**config.mk**
```make
export PLATFORM = sky130hd
export DESIGN_NAME = sa_tag_ctrl
export DESIGN_NICKNAME = d
export VERILOG_FILES = /design/src/rtl/sa_cache_pkg.sv /design/src/rtl/sa_repl_state.sv /design/src/rtl/sa_tag_ctrl.sv
export SDC_FILE = /design/constraint.sdc
export NUM_CORES = 1
export LEC_CHECK = 0
export CORE_MARGIN = 2
export CORE_UTILIZATION = 55
export DETAILED_ROUTE_END_ITERATION = 10
export PLACE_DENSITY = 0.75
export SLEW_MARGIN = 10
export SYNTH_ARGS = -nofsm -noshare
export SYNTH_HDL_FRONTEND = slang
export SYNTH_SLANG_ARGS = --single-unit
```
**constraint.sdc**
```tcl
create_clock -name clk -period 8.4 [get_ports clk]
set_input_delay 1.68 -clock clk [delete_from_list [all_inputs] [get_ports clk]]
set_output_delay 1.68 -clock clk [all_outputs]
set_load 0.05 [all_outputs]
```
**src/rtl/sa_cache_pkg.sv**
```systemverilog
// sa_cache_pkg: shared constants and types for the set-associative tag
// controller (sa_tag_ctrl) and its replacement-state helper (sa_repl_state).
//   DEF_*     default geometry used as parameter defaults
//   fsm_e     controller state (IDLE / FLUSH)
//   sa_req_t  packed lookup request {tag, set, off} at the default geometry
package sa_cache_pkg;
  localparam int DEF_TAG_W = 26;
  localparam int DEF_SETS  = 4;
  localparam int DEF_WAYS  = 4;
  localparam int DEF_OFF_W = 2;
  localparam int DEF_SET_W = $clog2(DEF_SETS);

  typedef enum logic {IDLE = 1'b0, FLUSH = 1'b1} fsm_e;

  typedef struct packed {
    logic [DEF_TAG_W-1:0] tag;
    logic [DEF_SET_W-1:0] set;
    logic [DEF_OFF_W-1:0] off;
  } sa_req_t;
endpackage

```
**src/rtl/sa_repl_state.sv**
```systemverilog
// sa_repl_state: per-set replacement state and victim selection.
// Build option: define SA_TAG_PLRU_EN for tree pseudo-LRU (WAYS-1 bits/set,
// touched on hit and fill); otherwise a WAY_W-bit round-robin pointer per set
// that advances on every fill to that set.
// Ports:
//   clk, rst                 clock, async active-high reset (state -> 0)
//   look_set, look_valid     set being looked up and its valid bits
//   victim                   lowest invalid way, else replacement choice
//   hit_en/hit_set/hit_way   lookup hit (used by PLRU only)
//   fill_en/fill_set/fill_way accepted fill
module sa_repl_state
  import sa_cache_pkg::*;
#(
  parameter int SETS = DEF_SETS,
  parameter int WAYS = DEF_WAYS,
  localparam int SET_W = $clog2(SETS),
  localparam int WAY_W = $clog2(WAYS)
) (
  input  logic             clk,
  input  logic             rst,
  input  logic [SET_W-1:0] look_set,
  input  logic [WAYS-1:0]  look_valid,
  output logic [WAY_W-1:0] victim,
  input  logic             hit_en,
  input  logic [SET_W-1:0] hit_set,
  input  logic [WAY_W-1:0] hit_way,
  input  logic             fill_en,
  input  logic [SET_W-1:0] fill_set,
  input  logic [WAY_W-1:0] fill_way
);

  logic [WAY_W-1:0] repl_way;

`ifdef SA_TAG_PLRU_EN
  localparam int NB = WAYS - 1;

  // Tree nodes are heap-numbered from 1; node n lives in bit n-1.
  // A node bit of 1 means "victim is in the right subtree".
  logic [SETS-1:0][NB-1:0] plru_q, plru_d;

  function automatic logic [NB-1:0] plru_touch(input logic [NB-1:0] bits,
                                               input logic [WAY_W-1:0] way);
    logic [NB-1:0]    r;
    logic [NB-1:0]    m;
    logic [WAY_W-1:0] wsh;
    int               node;
    r    = bits;
    wsh  = way;
    node = 1;
    for (int l = 0; l < WAY_W; l++) begin
      m = NB'(1) << (node - 1);
      // Point each node on the path away from the accessed way.
      if (wsh[WAY_W-1]) begin
        r    = r & ~m;
        node = 2 * node + 1;
      end else begin
        r    = r | m;
        node = 2 * node;
      end
      wsh = wsh << 1;
    end
    return r;
  endfunction

  function automatic logic [WAY_W-1:0] plru_victim(input logic [NB-1:0] bits);
    logic [NB-1:0] sh;
    int            node;
    node = 1;
    for (int l = 0; l < WAY_W; l++) begin
      sh   = bits >> (node - 1);
      node = 2 * node + (sh[0] ? 1 : 0);
    end
    return WAY_W'(node - WAYS);
  endfunction

  // Hit and fill in one cycle: fill is applied last (most recent access).
  always_comb begin
    plru_d = plru_q;
    if (hit_en)  plru_d[hit_set]  = plru_touch(plru_d[hit_set], hit_way);
    if (fill_en) plru_d[fill_set] = plru_touch(plru_d[fill_set], fill_way);
  end

  always_ff @(posedge clk or posedge rst) begin
    if (rst) plru_q <= '0;
    else     plru_q <= plru_d;
  end

  assign repl_way = plru_victim(plru_q[look_set]);
`else
  logic [SETS-1:0][WAY_W-1:0] rr_q, rr_d;

  // WAY_W-bit wrap gives the mod-WAYS increment for free.
  always_comb begin
    rr_d = rr_q;
    if (fill_en) rr_d[fill_set] = rr_q[fill_set] + WAY_W'(1);
  end

  always_ff @(posedge clk or posedge rst) begin
    if (rst) rr_q <= '0;
    else     rr_q <= rr_d;
  end

  assign repl_way = rr_q[look_set];

  // Round-robin ignores hits.
  logic unused_hit;
  assign unused_hit = ^{hit_en, hit_set, hit_way};
`endif

  // Invalid ways take priority; scan downward so the lowest index wins.
  always_comb begin
    victim = repl_way;
    for (int w = WAYS - 1; w >= 0; w--)
      if (!look_valid[w]) victim = WAY_W'(w);
  end

endmodule

```
**src/rtl/sa_tag_ctrl.sv**
```systemverilog
// sa_tag_ctrl: clocked 4-way (parametrised) set-associative tag controller.
// Owns tag/valid storage, answers lookups one cycle after acceptance, accepts
// fills, picks refill victims and runs an invalidate-all sweep (FLUSH).
// Build option: SA_TAG_PLRU_EN selects tree PLRU replacement (see
// sa_repl_state); default is per-set round-robin.
// Ports:
//   clk, rst                      clock, async active-high reset
//   req_valid/req_ready           lookup handshake (ready low during FLUSH)
//   req_tag/req_set/req_off       lookup request
//   rsp_valid/hit/miss/way/line   one-cycle registered result
//   rsp_victim                    refill way for this set
//   rsp_tag/rsp_set/rsp_off       registered request echo
//   fill_valid/set/way/tag        tag write (dropped during FLUSH)
//   inv_all                       start invalidate-all sweep
//   busy                          FLUSH in progress
module sa_tag_ctrl
  import sa_cache_pkg::*;
#(
  parameter int TAG_W = DEF_TAG_W,
  parameter int SETS  = DEF_SETS,
  parameter int WAYS  = DEF_WAYS,
  parameter int OFF_W = DEF_OFF_W,
  localparam int SET_W = $clog2(SETS),
  localparam int WAY_W = $clog2(WAYS)
) (
  input  logic                   clk,
  input  logic                   rst,
  input  logic                   req_valid,
  output logic                   req_ready,
  input  logic [TAG_W-1:0]       req_tag,
  input  logic [SET_W-1:0]       req_set,
  input  logic [OFF_W-1:0]       req_off,
  output logic                   rsp_valid,
  output logic                   rsp_hit,
  output logic                   rsp_miss,
  output logic [WAY_W-1:0]       rsp_way,
  output logic [SET_W+WAY_W-1:0] rsp_line,
  output logic [WAY_W-1:0]       rsp_victim,
  output logic [TAG_W-1:0]       rsp_tag,
  output logic [SET_W-1:0]       rsp_set,
  output logic [OFF_W-1:0]       rsp_off,
  input  logic                   fill_valid,
  input  logic [SET_W-1:0]       fill_set,
  input  logic [WAY_W-1:0]       fill_way,
  input  logic [TAG_W-1:0]       fill_tag,
  input  logic                   inv_all,
  output logic                   busy
);

  fsm_e             state_q;
  logic [SET_W-1:0] flush_cnt_q;
  logic             busy_q, req_ready_q;

  logic [SETS-1:0][WAYS-1:0]            valid_q, valid_d;
  logic [SETS-1:0][WAYS-1:0][TAG_W-1:0] tag_q, tag_d;

  logic             accept, fill_en;
  logic [WAYS-1:0]  look_valid, look_match;
  logic             look_hit;
  logic [WAY_W-1:0] look_way, look_victim;

  logic             rsp_valid_q, rsp_valid_d;
  logic             rsp_hit_q, rsp_hit_d;
  logic [WAY_W-1:0] rsp_way_q, rsp_way_d;
  logic [WAY_W-1:0] rsp_victim_q, rsp_victim_d;
  logic [TAG_W-1:0] rsp_tag_q, rsp_tag_d;
  logic [SET_W-1:0] rsp_set_q, rsp_set_d;
  logic [OFF_W-1:0] rsp_off_q, rsp_off_d;

  assign accept  = req_valid & req_ready_q;
  assign fill_en = fill_valid & (state_q == IDLE);

  // Lookup reads the current (pre-edge) arrays, so a same-cycle fill is
  // not visible to it.
  assign look_valid = valid_q[req_set];

  genvar gw;
  generate
    for (gw = 0; gw < WAYS; gw++) begin : g_match
      assign look_match[gw] = look_valid[gw] & (tag_q[req_set][gw] == req_tag);
    end
  endgenerate

  always_comb begin
    look_hit = 1'b0;
    look_way = '0;
    for (int w = WAYS - 1; w >= 0; w--)
      if (look_match[w]) begin
        look_hit = 1'b1;
        look_way = WAY_W'(w);
      end
  end

  sa_repl_state #(
    .SETS (SETS),
    .WAYS (WAYS)
  ) u_repl (
    .clk        (clk),
    .rst        (rst),
    .look_set   (req_set),
    .look_valid (look_valid),
    .victim     (look_victim),
    .hit_en     (accept & look_hit),
    .hit_set    (req_set),
    .hit_way    (look_way),
    .fill_en    (fill_en),
    .fill_set   (fill_set),
    .fill_way   (fill_way)
  );

  // Fills are gated off in FLUSH, so the sweep never races a write.
  always_comb begin
    valid_d = valid_q;
    tag_d   = tag_q;
    if (fill_en) begin
      valid_d[fill_set][fill_way] = 1'b1;
      tag_d[fill_set][fill_way]   = fill_tag;
    end
    if (state_q == FLUSH) valid_d[flush_cnt_q] = '0;
  end

  always_ff @(posedge clk or posedge rst) begin
    if (rst) valid_q <= '0;
    else     valid_q <= valid_d;
  end

  // Tag storage is deliberately left unreset.
  always_ff @(posedge clk) begin
    tag_q <= tag_d;
  end

  // Sweep FSM: one set per cycle, SETS cycles total.
  always_ff @(posedge clk or posedge rst) begin
    if (rst) begin
      state_q     <= IDLE;
      flush_cnt_q <= '0;
      busy_q      <= 1'b0;
      req_ready_q <= 1'b1;
    end else begin
      case (state_q)
        IDLE: begin
          if (inv_all) begin
            state_q     <= FLUSH;
            flush_cnt_q <= '0;
            busy_q      <= 1'b1;
            req_ready_q <= 1'b0;
          end
        end
        FLUSH: begin
          flush_cnt_q <= flush_cnt_q + SET_W'(1);
          if (flush_cnt_q == SET_W'(SETS - 1)) begin
            state_q     <= IDLE;
            busy_q      <= 1'b0;
            req_ready_q <= 1'b1;
          end
        end
        default: state_q <= IDLE;
      endcase
    end
  end

  // Response fields are zero whenever no request was accepted.
  always_comb begin
    rsp_valid_d  = accept;
    rsp_hit_d    = accept & look_hit;
    rsp_way_d    = (accept & look_hit) ? look_way : '0;
    rsp_victim_d = accept ? look_victim : '0;
    rsp_tag_d    = accept ? req_tag : '0;
    rsp_set_d    = accept ? req_set : '0;
    rsp_off_d    = accept ? req_off : '0;
  end

  always_ff @(posedge clk or posedge rst) begin
    if (rst) begin
      rsp_valid_q  <= 1'b0;
      rsp_hit_q    <= 1'b0;
      rsp_way_q    <= '0;
      rsp_victim_q <= '0;
      rsp_tag_q    <= '0;
      rsp_set_q    <= '0;
      rsp_off_q    <= '0;
    end else begin
      rsp_valid_q  <= rsp_valid_d;
      rsp_hit_q    <= rsp_hit_d;
      rsp_way_q    <= rsp_way_d;
      rsp_victim_q <= rsp_victim_d;
      rsp_tag_q    <= rsp_tag_d;
      rsp_set_q    <= rsp_set_d;
      rsp_off_q    <= rsp_off_d;
    end
  end

  assign req_ready  = req_ready_q;
  assign busy       = busy_q;
  assign rsp_valid  = rsp_valid_q;
  assign rsp_hit    = rsp_hit_q;
  assign rsp_miss   = rsp_valid_q & ~rsp_hit_q;
  assign rsp_way    = rsp_way_q;
  assign rsp_line   = {rsp_set_q, rsp_way_q};
  assign rsp_victim = rsp_victim_q;
  assign rsp_tag    = rsp_tag_q;
  assign rsp_set    = rsp_set_q;
  assign rsp_off    = rsp_off_q;

endmodule

```
==> impl_metrics.toml <==
[placement]
gp_congestion = 0.845
io_buffers = 107
placed_cell_area_um2 = 20800
place_hpwl_um = 26800

[finish]
fill_cells = 2361
drive_gt1_share_pct = 17.0
fin_area_um2 = 22400
register_area_um2 = 14100
most-common-layout-cells = "edfxtp_1, clkdlybuf4s50_1, mux4_2, xnor2_1, dfrtp_1"
final_common_cell = "edfxtp_1"
nets = 1188
area_growth_pct = 15.6
multi_input_comb_area_um2 = 4900
n_antenna_cell = 0

[setup_path]
required_ns = 8.84
crit_path_end_kind = "register"
cp.arrival_ns = 4.98
worstSetupPathType = "input pin to register"
crit_path_max_fanout = 40
worst_setup_path_start_kind = "input pin"

[clocking]
hold_buffers = 0
postCtsResizedCells = 0
cts_buffers = 49
postCtsSetupRepairBufs = 0
cts-htree-levels = 2
cts_tree = "done"
clock-sinks = 481
root_buffer = "clkbuf_16"
cts_buffer_depth = 3
worstSkewPairLatency_ns = 0.55
cts.clk_slew.worst_paths_ns = 0.06

[power_and_ir_drop]
p_sw_share_pct = 24.3
pwr-share-clk_pct = 38.2
pwr-share-seq_pct = 50.4
power.leakage_nw = 7.61
peakVddDrop_mv = 0.174
p_int_w = 0.00418
p_comb_share_pct = 11.4
pwr_density_cell_nw_per_um2 = 247
power_switching_w = 0.00134

[global_routing]
gr-total-overflow = 0
grt_pass1_wl_um = 65900
grtUsageTotal_pct = 25.3
grt_pass1_vias = 10149
antenna_found_initial = 4
grt_max_degree = 73

[sta]
setup_viol = 0
finalCritPeriodShare_pct = 54.0
rsz0062_at_grt = "false"
fmax_mhz = 220
max-slew-margin-rel_pct = 18.3
skew_ns = 0.0131
period_needed_ns = 4.54
finalHoldViolations = 0
worst_pin_slew_ns = 1.22
fin_setup_tns_ns = 0
maxSlewViolCount = 0

[floorplanning]
dieArea_um2 = 36700
fp.dieH_um = 192
core_area_um2 = 34600
die-width_um = 192
start_util_pct = 55.9
rows = 68
pin_count = 108

[logic_synthesis]
synth_cell_types = 53
async_flop_share_pct = 13.5
syn_nets = 1084
synth-seq-cells = 481
syn_area_per_cell_um2 = 19.1
synth_edf_count = 416
dominantRegCellSynth = "edfxtp_1"
yosys_warnings = 0
seq_area_frac_synth_pct = 73.0
postSynthCellCount = 1015
netlist_area_um2 = 19400

[min_path]
min_path_type = "register to register"

[routing]
drt_iter0_drc = 1077
routed_wl_um = 45200
wl_per_cell_um = 28.0
drtPass1Iterations = 5
vias = 10027
via_per_inst = 6.21
ant_nets = 0
drcViolationCount = 0

[status]
status = "completed"

[job]
maxCapViolCount = 0
[stage by stage]
stage | hold WS (ns) | util (%) | total power, W | std cells | setup WS (ns)
6_report | 0.487 | 64.6 | 0.00553 | 1615 | 3.86
5_1_grt | 0.490 | 64.6 | 0.00570 | 1615 | 3.77
4_1_cts | 0.488 | 64.6 | 0.00555 | 1615 | 4.01
3_5_place_dp | 0.474 | 60.1 | 0.00346 | 1523 | 3.49
3_3_place_gp | 0.468 | 60.1 | 0.00345 | 1523 | 3.53
2_1_floorplan | 0.453 | - | 0.00322 | 1015 | 3.95
[per-layer routing]
layer	vias up	share of wire, %	global-route usage (%)
li1	4238	-	-
met1	5181	40	35.8
met2	497	48	39.9
met3	107	8.3	4.84
met4	4	3.7	9.35
met5	-	0.064	0
[state kept, by name, indices dropped and copies added, names as in the netlist, 8 cells and up]
name and flops:
tag_q 416, rsp_tag 26, valid_q 16, u_repl.rr_q 8
[layout make-up]
class | count | share of cell area [%]
flip-flops and latches | 481 | 63.1
multi-input cells | 454 | 21.9
clock buffers | 70 | 6.29
repair buffers | 118 | 5.17
well taps | 455 | 2.54
clock inverters | 22 | 0.738
inverters | 15 | 0.252
[synth_stat cells (2+ instances only)]
library cell,n,area (um2)
a21oi_1,7,35.0
o21a_1,17,128
a221oi_1,5,43.8
dfrtp_1,64,1600
o21ai_0,8,40.0
nor3_1,10,50.1
or4_1,2,15.0
buf_4,17,128
nor4_1,8,50.1
nor2b_1,3,18.8
a22o_1,2,17.5
xor2_1,22,193
or3_1,3,18.8
ha_1,4,50.1
nor2_1,19,71.3
edfxtp_1,416,12500
xnor2_1,74,648
mux2i_1,54,541
buf_2,12,60.1
inv_1,15,56.3
nand2_1,26,97.6
mux2_2,11,124
and3_1,31,194
nand4_1,12,75.1
buf_1,3,11.3
and2_1,2,12.5
clkbuf_1,27,101
a222oi_1,3,30.0
buf_12,2,40.0
nand3_1,8,40.0
o22ai_1,3,18.8
o2111ai_1,4,35.0
mux4_2,82,1850
nand2b_1,3,18.8
o221ai_1,5,43.8
buf_6,4,45.0
a2bb2oi_1,5,43.8
o2bb2ai_1,2,17.5
mux4_1,6,158
[logic make-up after synthesis]
group	share of synthesized area, %
multiplexers	13.8
flip-flops	73.0
adder cells (fa/ha/maj)	0.259
XOR/XNOR	4.34
AO/OA/AOI/OAI	2.86
buffers and inverters	2.28
AND/OR/NAND/NOR	3.50
[path summary, 6_finish.rpt]
kind                            start     endpoint  slack, ns  cells after the start
hold / removal             valid_q[9]   valid_q[9]       0.49                      1
hold reg to reg            valid_q[9]   valid_q[9]       0.49                      1
setup reg to reg              state_q   tag_q[126]       5.77                      4
min in group asynchronous         rst   rsp_off[1]       1.75                      3
max in group asynchronous         rst  rsp_tag[24]       6.05                      3
setup / recovery           req_set[0]   rsp_way[1]       3.86                      8
[power groups by stage]
| stage | Clock [W] | Sequential (W) | Combinational (W) |
|---|---|---|---|
| after floorplan | 0 | 0.00288 | 0.000334 |
| after global placement | 0 | 0.00283 | 0.000620 |
| after detailed placement | 0 | 0.00284 | 0.000628 |
| after CTS | 0.00213 | 0.00279 | 0.000631 |
| after global routing | 0.00223 | 0.00280 | 0.000668 |
| final | 0.00211 | 0.00279 | 0.000628 |
[worst max-delay path: stages]
cell and delay (ns):
buf_6 0.41, buf_4 0.68, mux4_2 0.60, a21boi_0 0.23
o311ai_1 0.13, nor4_1 0.57, o2111ai_1 0.33, and3_1 0.26
Power figures use the tool's default switching activity.
